===== config.mk =====
export PLATFORM = sky130hd
export DESIGN_NAME = xfipcs_slip_ctrl
export DESIGN_NICKNAME = d
export VERILOG_FILES = /design/src/rtl/xfipcs_pkg.sv /design/src/rtl/xfipcs_sat_cnt.sv /design/src/rtl/xfipcs_slip_ctrl.sv
export SDC_FILE = /design/constraint.sdc
export NUM_CORES = 1
export LEC_CHECK = 0
export ABC_AREA = 1
export CORE_AREA = 3 3 62 64
export DETAILED_ROUTE_END_ITERATION = 7
export DIE_AREA = 0 0 65 67
export DONT_BUFFER_PORTS = 1
export MAX_ROUTING_LAYER = met4
export PLACE_DENSITY = 0.46
export SLEW_MARGIN = 40
export SYNTH_ARGS = -nofsm -noshare
export SYNTH_HDL_FRONTEND = slang
export SYNTH_SLANG_ARGS = --single-unit

===== constraint.sdc =====
create_clock -name i_clk -period 2 [get_ports i_clk]
set_clock_uncertainty 0.1 [all_clocks]
set_input_delay 0.4 -clock i_clk [delete_from_list [all_inputs] [get_ports i_clk]]
set_output_delay 0.4 -clock i_clk [all_outputs]
set_load 0.03 [all_outputs]

===== src/rtl/xfipcs_pkg.sv =====
// Shared constants and types for the XFI PCS block-alignment (slip) controller.
package xfipcs_pkg;

    localparam int unsigned NUM_POS_DEF = 66;
    localparam int unsigned SETTLE_W    = 4;

    localparam logic [1:0] SH_DATA = 2'b01;
    localparam logic [1:0] SH_CTRL = 2'b10;

    typedef enum logic [1:0] {
        ARMED    = 2'd0,
        SETTLE   = 2'd1,
        DONE     = 2'd2,
        WAIT_LOW = 2'd3
    } slip_state_e;

    function automatic logic sh_is_valid(input logic [1:0] hdr);
        return (hdr == SH_DATA) || (hdr == SH_CTRL);
    endfunction

endpackage


===== src/rtl/xfipcs_sat_cnt.sv =====
// Saturating up-counter with synchronous clear; sticks at all-ones.
module xfipcs_sat_cnt #(
    parameter int unsigned W = 8
) (
    input  logic         i_clk,
    input  logic         i_rst_n,
    input  logic         i_clr,
    input  logic         i_inc,
    output logic [W-1:0] o_cnt
);

    logic [W-1:0] r_cnt;

    always_ff @(posedge i_clk or negedge i_rst_n) begin
        if (!i_rst_n) begin
            r_cnt <= '0;
        end else if (i_clr) begin
            r_cnt <= '0;
        end else if (i_inc && (r_cnt != {W{1'b1}})) begin
            r_cnt <= r_cnt + W'(1);
        end
    end

    assign o_cnt = r_cnt;

endmodule


===== src/rtl/xfipcs_slip_ctrl.sv =====
// XFI receive block-alignment controller: tests sync headers and services slip requests.
// Statistics counters are built only when XFIPCS_SLIP_STATS_EN is defined.
module xfipcs_slip_ctrl
    import xfipcs_pkg::*;
#(
    parameter int unsigned NUM_POS    = NUM_POS_DEF,
    parameter int unsigned OFFSET_W   = 7,
    parameter int unsigned SETTLE_BLK = 4,
    parameter int unsigned CNT_W      = 8
) (
    input  logic                i_clk,
    input  logic                i_reset_n,
    input  logic                i_in_enable,
    input  logic [1:0]          i_sync_hdr,
    input  logic                i_signal_ok,
    input  logic                i_slip,
    input  logic                i_block_lock,
    output logic                o_sh_valid,
    output logic                o_test_sh_set,
    output logic                o_slip_done_set,
    output logic [OFFSET_W-1:0] o_bit_offset,
    output logic [CNT_W-1:0]    o_slip_cnt,
    output logic [CNT_W-1:0]    o_hunt_wrap_cnt
);

    slip_state_e         r_state, w_state_d;
    logic [SETTLE_W-1:0] r_settle, w_settle_d;
    logic [OFFSET_W-1:0] r_bit_offset, w_bit_offset_d;
    logic                r_sh_valid, w_sh_valid_d;
    logic                r_test_sh_set, w_test_sh_set_d;
    logic                r_slip_done_set, w_slip_done_set_d;
    logic                w_slip_take;
    logic                w_offset_last;

    assign w_offset_last = (r_bit_offset == OFFSET_W'(NUM_POS - 1));

    always_comb begin
        w_state_d         = r_state;
        w_settle_d        = r_settle;
        w_bit_offset_d    = r_bit_offset;
        w_sh_valid_d      = r_sh_valid;
        w_test_sh_set_d   = 1'b0;
        w_slip_done_set_d = 1'b0;
        w_slip_take       = 1'b0;

        // Loss of signal aborts any slip in flight but keeps the current alignment.
        if (!i_signal_ok) begin
            w_state_d    = ARMED;
            w_settle_d   = '0;
            w_sh_valid_d = 1'b0;
        end else begin
            unique case (r_state)
                ARMED: begin
                    if (i_slip) begin
                        w_slip_take    = 1'b1;
                        w_bit_offset_d = w_offset_last ? '0 : r_bit_offset + OFFSET_W'(1);
                        w_settle_d     = SETTLE_W'(SETTLE_BLK);
                        w_state_d      = SETTLE;
                    end else if (i_in_enable) begin
                        w_sh_valid_d    = sh_is_valid(i_sync_hdr);
                        w_test_sh_set_d = 1'b1;
                    end
                end
                SETTLE: begin
                    if (i_in_enable) begin
                        if (r_settle <= SETTLE_W'(1)) begin
                            w_settle_d        = '0;
                            w_state_d         = DONE;
                            w_slip_done_set_d = 1'b1;
                        end else begin
                            w_settle_d = r_settle - SETTLE_W'(1);
                        end
                    end
                end
                DONE: begin
                    w_state_d = WAIT_LOW;
                end
                WAIT_LOW: begin
                    // Keep testing headers here so the lock FSM can restart its count early.
                    if (i_in_enable) begin
                        w_sh_valid_d    = sh_is_valid(i_sync_hdr);
                        w_test_sh_set_d = 1'b1;
                    end
                    if (!i_slip) begin
                        w_state_d = ARMED;
                    end
                end
                default: begin
                    w_state_d = ARMED;
                end
            endcase
        end
    end

    always_ff @(posedge i_clk or negedge i_reset_n) begin
        if (!i_reset_n) begin
            r_state         <= ARMED;
            r_settle        <= '0;
            r_bit_offset    <= '0;
            r_sh_valid      <= 1'b0;
            r_test_sh_set   <= 1'b0;
            r_slip_done_set <= 1'b0;
        end else begin
            r_state         <= w_state_d;
            r_settle        <= w_settle_d;
            r_bit_offset    <= w_bit_offset_d;
            r_sh_valid      <= w_sh_valid_d;
            r_test_sh_set   <= w_test_sh_set_d;
            r_slip_done_set <= w_slip_done_set_d;
        end
    end

    assign o_sh_valid      = r_sh_valid;
    assign o_test_sh_set   = r_test_sh_set;
    assign o_slip_done_set = r_slip_done_set;
    assign o_bit_offset    = r_bit_offset;

`ifdef XFIPCS_SLIP_STATS_EN
    logic w_wrap;

    assign w_wrap = w_slip_take && w_offset_last && !i_block_lock;

    xfipcs_sat_cnt #(
        .W (CNT_W)
    ) u_slip_cnt (
        .i_clk   (i_clk),
        .i_rst_n (i_reset_n),
        .i_clr   (1'b0),
        .i_inc   (w_slip_take),
        .o_cnt   (o_slip_cnt)
    );

    xfipcs_sat_cnt #(
        .W (CNT_W)
    ) u_hunt_wrap_cnt (
        .i_clk   (i_clk),
        .i_rst_n (i_reset_n),
        .i_clr   (1'b0),
        .i_inc   (w_wrap),
        .o_cnt   (o_hunt_wrap_cnt)
    );
`else
    logic w_unused;

    assign w_unused        = i_block_lock ^ w_slip_take;
    assign o_slip_cnt      = '0;
    assign o_hunt_wrap_cnt = '0;
`endif

endmodule


==> results_dict.tcl, run 1 <==
set metrics [dict create \
    report.final.hold_viol_count 0 \
    drt_first_pass_iters 4 \
    worst_r2r_path_depth 5 \
    insertion_delay_ns 0.28 \
    cts_hold_buffers 1 \
    grt_start_max_net_pins 17 \
    min_path_type "primary input to flop" \
    detailedRoute.firstIterationViolations 36 \
    cts.clk_slew.worst_paths_ns 0.09 \
    first_pass_grt_wire_length_mm 3.35 \
    final_layout_setup_total_negative_slack_ns 0 \
    post_synth_main_area_contributors "sky130_fd_sc_hd__dfrtp_1, sky130_fd_sc_hd__nand2_1, sky130_fd_sc_hd__buf_4" \
    synth-seq-cells 16 \
    rsz_0062_raised_after_global_routing "false" \
    cpPeakStageDelay_ns 0.66 \
    drv.max_cap_violation_count 0 \
    timing.critical_path.to_type "flop" \
    place_ws_ns 0.461 \
    vias_per_cell 4.23 \
    worst_hold_slack_ns 0.140 \
    final_common_cell "sky130_fd_sc_hd__nand2_1" \
    slew_violations 0 \
    most-common-layout-cells "sky130_fd_sc_hd__nand2_1, sky130_fd_sc_hd__conb_1, sky130_fd_sc_hd__dfrtp_1, sky130_fd_sc_hd__inv_1, sky130_fd_sc_hd__nand3_1" \
    detail_route.wl_per_cell_microns 10.0 \
    post_cts.repair.setup_buffers 0 \
    critical_path_peak_fanout 8 \
    grtUsageTotal_pct 10.2 \
    clockBufferDepth 2 \
    grt-ovfl-total 0 \
    htreeDepth 1 \
    number_of_distinct_library_cells_after_synthesis 28 \
    final_layout_size_suffix_gt1_share_pct 12.1 \
    timing.setup.critical_path_class "flop to flop" \
    grt_antenna_before_repair 0 \
    final.setup.worst_slack_ns 0.461 \
    fp-row-count 21 \
    fin_crit_sh_pct 76.9 \
    startpoint_type "flop" \
    place.port_buffers 0 \
    synth_sequential_area_ratio_pct 34.9 \
    timing.critical_path.mode_cell "sky130_fd_sc_hd__nand2_1" \
    tritoncts_num_sinks 16 \
    ys.warnings.count 0 \
    antenna_cells 0 \
    placed_cell_area_sq_mm 0.00113 \
    max_clk_rate_mhz 650 \
    power_density_mw_per_mm2 1250 \
    multi_input_comb_area_sq_um 598 \
    tritoncts_clock_tree "built" \
    postSynthCellCount 145 \
    filler_cell_count 372 \
    via_count_of_the_first_global_routing_pass 750 \
    hold_path_depth 2 \
    fp.dieH_microns 67 \
    yosysTopAreaCell "sky130_fd_sc_hd__dfrtp_1" \
    worstPathCellList "ha_1 > nand2_1 > nand3b_1 > nand2_1 > o21ai_1" \
    power.static_leakage_nw 0.629 \
    cp_data_required_time_ns 2.06 \
    final_design_area_no_fill_sq_mm 0.00118 \
    dieArea_sq_mm 0.00436 \
    floorplan.die.width_microns 65 \
    synthToLayoutAreaGrowth_pct 2.95 \
    drc_errors 0 \
    run_status "finished, final reports clean" \
    placed_cells 189 \
    post_synth_instance_area_sq_mm 0.00115 \
    gp_routability_congestion 0.781 \
    overall_via_count_from_detail_route 825 \
    postRouteWirelength_mm 1.95 \
    post-synth-top-area-fraction_pct 34.9 \
    total_power_mw 1.48 \
    fin_nets 165 \
    layoutNonFillerInstCount 195 \
    floorplan.initialDensity_pct 34.3 \
    cts_buffers 3 \
    arrival_ns 1.60 \
    timing.critical_path.slowest_stage_cell "sky130_fd_sc_hd__dfrtp_1" \
    num_io_pins 34 \
    cts_resized 0 \
    final_antenna_net_count 0 \
    place_hpwl_mm 1.58 \
    report.final.setup_viol 0 \
    final_period_minus_worst_setup_slack_ns 1.54 \
    postLayoutCoreUtil_pct 35.4 \
    ir_worst_vdd_mv 0.460 \
    post_synth.cell_area_avg_sq_um 7.90 \
    floorplan.core_area_sq_mm 0.00334 \
    ff_latch_area_sq_um 400 \
    cts_root_buffer "sky130_fd_sc_hd__clkbuf_4" \
]
layout make-up:
type | instances | area share (%)
flip-flops and latches | 16 | 33.9
inverters | 19 | 6.15
multi-input cells | 108 | 50.7
clock buffers | 4 | 3.08
repair buffers | 2 | 1.27
well taps | 46 | 4.88
flip-flops by register name (all words and copies together), names as in the netlist:
name	count
o_bit_offset	7
o_test_sh_set	1
r_state	2
r_settle	4
o_sh_valid	1
o_slip_done_set	1
kinds of logic (layout without fill, tap and decap cells):
family	count (synthesis)	in the layout	share of synthesized area (%)
other cells	1	16	0.327
fa+ha+maj	7	7	7.64
compound gates	7	7	3.38
simple gates	74	74	32.9
buf+inv	36	25	17.8
flops	16	16	34.9
xor+xnor	4	4	3.06
cells in the mapped netlist, drive strengths merged:
master   n
ha       7
clkinv   2
nand3b   3
nor2    10
o22ai    1
inv     17
nand2   42
o21ai    4
buf     17
xnor2    3
a21oi    1
nor3     1
conb     1
nor4     1
dfrtp   16
nand4    4
and3     1
xor2     1
nand3   12
o211ai   1
critical path, delay by kind of cell, from the launching register on:
kind,cells,cell delay [ns]
flops,1,0.66
compound gates,1,0.06
simple gates,3,0.37
fa+ha+maj,1,0.22
path summary, 6_finish.rpt:
kind | from | to | slack, ns
worst max-delay path | o_bit_offset[0] | o_bit_offset[0] | 0.46
worst min-delay path | i_signal_ok | o_slip_done_set | 0.14
worst max register to register | o_bit_offset[0] | o_bit_offset[0] | 0.46
worst min register to register | r_settle[1] | r_settle[1] | 0.40
max in group asynchronous | i_reset_n | r_settle[3] | 1.09
min in group asynchronous | i_reset_n | o_bit_offset[6] | 0.45
layer usage:
layer	vias up	GRT usage (%)	routed length, microns
met1	363	12.9	953
met5	-	-	0
li1	434	-	-
met2	26	15.2	820
met4	0	2.37	19
met3	2	4.05	157
report_power, final:
group	total [mW]	leakage [nW]	internal, mW	switching (mW)
Combinational	0.609	0.395	0.229	0.380
Clock	0.213	0.0210	0.111	0.102
Sequential	0.656	0.213	0.420	0.235
Note: power is estimated with default switching activity, not from simulation.
==> run 2: changes to the inputs <==
Settings changed: PLACE_DENSITY 0.46 to 0.48.
Clock period 2 ns to 1.35 ns, I/O delays scaled along.
==> run 2 against run 1 <==
The flow now finishes with violations (setup timing). Global-route usage up 2.2 points. Wire length up 27%. Sequential share of layout area down 7.2 points. Largest cell class unchanged. Largest power group is now combinational logic. Setup slack worse by 0.56 ns.
==> results_dict.tcl, run 2 (synthesized netlist as in run 1, its figures left out) <==
set metrics [dict create \
    cp_data_required_time_ns 1.44 \
    overall_via_count_from_detail_route 967 \
    report.final.hold_viol_count 0 \
    slew_violations 0 \
    power_density_mw_per_mm2 1970 \
    drt_first_pass_iters 4 \
    grt-ovfl-total 0 \
    floorplan.initialDensity_pct 34.3 \
    fp.dieH_microns 67 \
    startpoint_type "flop" \
    arrival_ns 1.54 \
    cts_buffers 3 \
    violations "setup timing" \
    final.setup.worst_slack_ns -0.0960 \
    worst-path-buf-inv 3 \
    postLayoutCoreUtil_pct 45.3 \
    ir_worst_vdd_mv 0.859 \
    final_period_minus_worst_setup_slack_ns 1.45 \
    detail_route.wl_per_cell_microns 11.4 \
    fin_crit_sh_pct 107 \
    cts_root_buffer "sky130_fd_sc_hd__clkbuf_4" \
    tritoncts_clock_tree "built" \
    drc_errors 0 \
    floorplan.die.width_microns 65 \
    fp-row-count 21 \
    first_pass_grt_wire_length_mm 3.97 \
    total_power_mw 2.97 \
    insertion_delay_ns 0.30 \
    timing.setup.critical_path_class "flop to flop" \
    final_common_cell "sky130_fd_sc_hd__nand2_1" \
    timing.critical_path.max_delay_family "flip-flops" \
    grtUsageTotal_pct 12.4 \
    fin_nets 188 \
    tritoncts_num_sinks 16 \
    cts.clk_slew.worst_paths_ns 0.10 \
    grt_antenna_before_repair 0 \
    synthToLayoutAreaGrowth_pct 31.8 \
    min_path_type "primary input to flop" \
    postRouteWirelength_mm 2.48 \
    run_status "complete, but fails checks" \
    grt_start_max_net_pins 17 \
    timing.critical_path.mode_cell "sky130_fd_sc_hd__inv_2" \
    vias_per_cell 4.44 \
    antenna_cells 0 \
    floorplan.core_area_sq_mm 0.00334 \
    critical_path_peak_fanout 5 \
    timing.critical_path.to_type "flop" \
    rsz_0062_raised_after_global_routing "true" \
    via_count_of_the_first_global_routing_pass 858 \
    place.port_buffers 0 \
    dieArea_sq_mm 0.00436 \
    final_layout_size_suffix_gt1_share_pct 40.7 \
    cpPeakStageDelay_ns 0.48 \
    power.static_leakage_nw 0.757 \
    report.final.setup_viol 9 \
    clockBufferDepth 2 \
    drv.max_cap_violation_count 0 \
    detailedRoute.firstIterationViolations 39 \
    num_io_pins 34 \
    most-common-layout-cells "sky130_fd_sc_hd__nand2_1, sky130_fd_sc_hd__buf_4, sky130_fd_sc_hd__conb_1, sky130_fd_sc_hd__dfrtp_1" \
    timing.critical_path.slowest_stage_cell "sky130_fd_sc_hd__dfrtp_2" \
    final_antenna_net_count 0 \
    worstPathCellList "inv_2 > ha_4 > inv_2 > nand2_2 > nor2_2 > nor2_4 > inv_2 > nand2_1 > nand2_1" \
    max_clk_rate_mhz 692 \
    place_hpwl_mm 1.73 \
    gp_routability_congestion 0.772 \
    htreeDepth 1 \
    max_reg_flops 7 \
]
-- run 2: cell types whose count changed in the layout (fill, tap and decap cells not counted), sizes merged --
cell	before	now
buf	1	24
-- run 2: what timing repair did --
action | CTS | global route
cloned | 0 | 0
gates resized for setup | 9 | 33
pin swaps | 6 | 13
buffers inserted | 2 | 7
endpoints found under the setup margin | 11 | 18
hold buffers | 1 | 1
endpoints found under the hold margin | 17 | 17
-- run 2: power breakdown --
group	switching [mW]	internal [mW]	leakage [nW]	total (mW)
registers	0.235	0.634	0.209	0.868
clock network	0.167	0.164	0.0210	0.332
logic	0.954	0.815	0.527	1.77
total	1.36	1.61	0.757	2.97
-- run 2: metrics by stage --
step / instances / setup TNS [ns] / hold WS, ns / area, sq um / worst slack [ns]
final: 218 / -0.491 / 0.0107 / 1510 / -0.0960
after global routing: 218 / -1.56 / -0.00828 / 1510 / -0.176
after CTS: 211 / -0.316 / -0.000468 / 1350 / -0.0765
after detailed placement: 204 / -0.722 / -0.125 / 1250 / -0.142
after global placement: 204 / -0.568 / -0.125 / 1250 / -0.104
after floorplan: 160 / 0 / -0.126 / 1210 / 0.000766
-- run 2: layout make-up --
type	count	area (sq um)
Clock buffer	4	36.3
Fill cell	347	1830
Inverter	19	78.8
Multi-Input combinational cell	108	731
Sequential cell	16	404
Tap cell	46	57.6
Timing Repair Buffer	25	203
-- run 2: worst paths after layout --
path                             startpoint         endpoint  slack, ns  depth (start not counted)
worst min-delay path            i_signal_ok  o_slip_done_set       0.01                          2
worst max-delay path             r_state[0]      r_settle[2]       -0.1                          9
worst min register to register  r_settle[2]      r_settle[2]       0.43                          2
max in group asynchronous         i_reset_n       r_state[0]       0.52                          2
worst max register to register   r_state[0]      r_settle[2]       -0.1                          9
min in group asynchronous         i_reset_n       o_sh_valid       0.33                          2
-- run 2: worst register-to-register path: stages, from the launching register on --
cell and delay [ns]:
sky130_fd_sc_hd__dfrtp_2 0.48, sky130_fd_sc_hd__inv_2 0.09, sky130_fd_sc_hd__ha_4 0.16, sky130_fd_sc_hd__inv_2 0.04
sky130_fd_sc_hd__nand2_2 0.07, sky130_fd_sc_hd__nor2_2 0.05, sky130_fd_sc_hd__nor2_4 0.16, sky130_fd_sc_hd__inv_2 0.08
sky130_fd_sc_hd__nand2_1 0.06, sky130_fd_sc_hd__nand2_1 0.05
-- run 2: per-layer routing --
| metal | vias to the layer above | wire length, microns | GRT usage, % |
|---|---|---|---|
| met5 | - | 0 | - |
| met4 | 0 | 27 | 3.96 |
| met3 | 5 | 201 | 4.89 |
| met2 | 30 | 1130 | 19.3 |
| met1 | 452 | 1120 | 14.8 |
| li1 | 480 | - | - |
==> run 3: changes to the inputs <==
Settings changed: PLACE_DENSITY 0.48 to default, PLACE_DENSITY_LB_ADDON from default to 0.05, REMOVE_ABC_BUFFERS from default to 1, TNS_END_PERCENT from default to 20.
==> run 3 against run 2 <==
The run still ends with setup timing left. Core utilization shrank 4.0 points. First-iteration DRC count decreased by 38%. Final cell count shrank 1.8%.
==> results_dict.tcl, run 3 (synthesized netlist as in run 1, its figures left out) <==
set metrics [dict create \
    ir_worst_vdd_mv 0.646 \
    cts_buffers 3 \
    worst_r2r_path_depth 9 \
    cts_root_buffer "sky130_fd_sc_hd__clkbuf_4" \
    grt_antenna_before_repair 0 \
    insertion_delay_ns 0.29 \
    drt_first_pass_iters 4 \
    multi_input_comb_area_sq_um 651 \
    report.final.hold_viol_count 0 \
    tritoncts_clock_tree "built" \
    power_density_mw_per_mm2 1920 \
    cp_data_required_time_ns 1.44 \
    violations "setup timing" \
    cts.clk_slew.worst_paths_ns 0.10 \
    total_power_mw 2.65 \
    final_layout_size_suffix_gt1_share_pct 30.4 \
    place.port_buffers 0 \
    max_clk_rate_mhz 708 \
    most-common-layout-cells "sky130_fd_sc_hd__nand2_1, sky130_fd_sc_hd__buf_4, sky130_fd_sc_hd__conb_1, sky130_fd_sc_hd__dfrtp_1, sky130_fd_sc_hd__inv_1" \
    first_pass_grt_wire_length_mm 3.80 \
    startpoint_type "flop" \
    num_io_pins 34 \
    grt-ovfl-total 0 \
    final_period_minus_worst_setup_slack_ns 1.41 \
    final_common_cell "sky130_fd_sc_hd__nand2_1" \
    fp.dieH_microns 67 \
    worst-r2r-setup-slack_ns -0.06 \
    vias_per_cell 4.29 \
    synthToLayoutAreaGrowth_pct 20.2 \
    grtUsageTotal_pct 11.8 \
    floorplan.die.width_microns 65 \
    fin_nets 185 \
    postRouteWirelength_mm 2.32 \
    place_hpwl_mm 1.75 \
    dieArea_sq_mm 0.00436 \
    rsz_0062_raised_after_global_routing "true" \
    detail_route.wl_per_cell_microns 10.9 \
    min_from "i_signal_ok" \
    final.setup.worst_slack_ns -0.0628 \
    slew_violations 0 \
    timing.setup.critical_path_class "flop to flop" \
    filler_cell_count 361 \
    run_status "complete, but fails checks" \
    ff_latch_area_sq_um 403 \
    max_reg_flops 7 \
    timing.rr.end "r_settle[1]" \
    drv.max_cap_violation_count 0 \
    min_path_type "primary input to flop" \
    tritoncts_num_sinks 16 \
    grt_start_max_net_pins 17 \
    drc_errors 0 \
    arrival_ns 1.50 \
    floorplan.core_area_sq_mm 0.00334 \
    fp-row-count 21 \
    gp_routability_congestion 0.762 \
    critical_path_peak_fanout 5 \
    worst_r2r_startpoint "r_state[0]" \
    report.final.setup_viol 7 \
    floorplan.initialDensity_pct 34.3 \
    capture_endpoint_of_the_worst_hold_path "r_settle[2]" \
    via_count_of_the_first_global_routing_pass 865 \
    antenna_cells 0 \
    final_layout_setup_total_negative_slack_ns -0.315 \
    final_antenna_net_count 0 \
    power.static_leakage_nw 0.716 \
    timing.critical_path.to_type "flop" \
    clockBufferDepth 2 \
    detailedRoute.firstIterationViolations 24 \
    fin_crit_sh_pct 105 \
    htreeDepth 1 \
    overall_via_count_from_detail_route 919 \
    hold_path_depth 2 \
]
==> run 3: changes by cell type in the layout (fill, tap and decap cells not counted), sizes merged <==
cell | previous run | this run
buf | 24 | 21
clkbuf | 4 | 3
==> run 3: worst max-delay path, cell delays in order, from the launching register on <==
cell,delay (ns)
sky130_fd_sc_hd__dfrtp_2,0.46
sky130_fd_sc_hd__inv_2,0.08
sky130_fd_sc_hd__ha_4,0.16
sky130_fd_sc_hd__inv_2,0.04
sky130_fd_sc_hd__nand2_2,0.08
sky130_fd_sc_hd__nor2_2,0.05
sky130_fd_sc_hd__nor2_4,0.15
sky130_fd_sc_hd__inv_2,0.08
sky130_fd_sc_hd__nand2_1,0.07
sky130_fd_sc_hd__nand2_1,0.05
==> run 3: final cells by class <==
type | instances | area share [%]
multi-input combinational | 108 | 47.2
sequential | 16 | 29.2
timing repair buffer | 22 | 12.0
inverter | 19 | 5.72
tap | 46 | 4.18
clock buffer | 3 | 1.63
==> run 3: layer usage <==
layer | GRT usage [%] | vias to the layer above | routed length (microns)
li1 | - | 475 | -
met1 | 14.2 | 423 | 1070
met2 | 19.5 | 19 | 1110
met3 | 2.19 | 2 | 120
met4 | 4.75 | 0 | 15
met5 | - | - | 0
==> run 3: repair_timing <==
action | CTS | global route
buffers inserted | 3 | 0
resized for setup | 13 | 6
endpoints found under the hold margin | 16 | 16
pin swaps | 9 | 5
setup endpoints to repair | 14 | 16
hold buffers | 1 | 1
==> run 3: worst max-delay path by stage <==
stage / start / endpoint / depth (start not counted)
6_report: r_state[0] / r_settle[1] / 9
5_1_grt: r_state[1] / r_settle[1] / 9
4_1_cts: r_state[0] / r_settle[1] / 9
3_5_place_dp: r_state[0] / r_settle[2] / 9
3_3_place_gp: r_state[0] / r_settle[1] / 8
2_1_floorplan: o_bit_offset[0] / o_bit_offset[0] / 5
==> run 3: power breakdown <==
group	switching, mW	total, mW	internal [mW]	leakage (nW)
combinational	0.867	1.56	0.692	0.492
clock	0.160	0.264	0.104	0.0138
sequential	0.194	0.826	0.631	0.210
total	1.22	2.65	1.43	0.716
==> run 3: metrics by stage <==
| stage | std cells | worst slack, ns | utilization (%) | instance area (sq um) | hold WS (ns) |
|---|---|---|---|---|---|
| after detailed placement | 206 | -0.165 | 37.6 | 1260 | -0.125 |
| after global routing | 214 | -0.140 | 41.3 | 1380 | 0.0231 |
| after floorplan | 143 | -0.0483 | - | 1070 | -0.126 |
| after CTS | 213 | -0.0828 | 40.7 | 1360 | 0.0189 |
| after global placement | 206 | -0.144 | 37.6 | 1260 | -0.125 |
| final | 214 | -0.0628 | 41.3 | 1380 | 0.0231 |
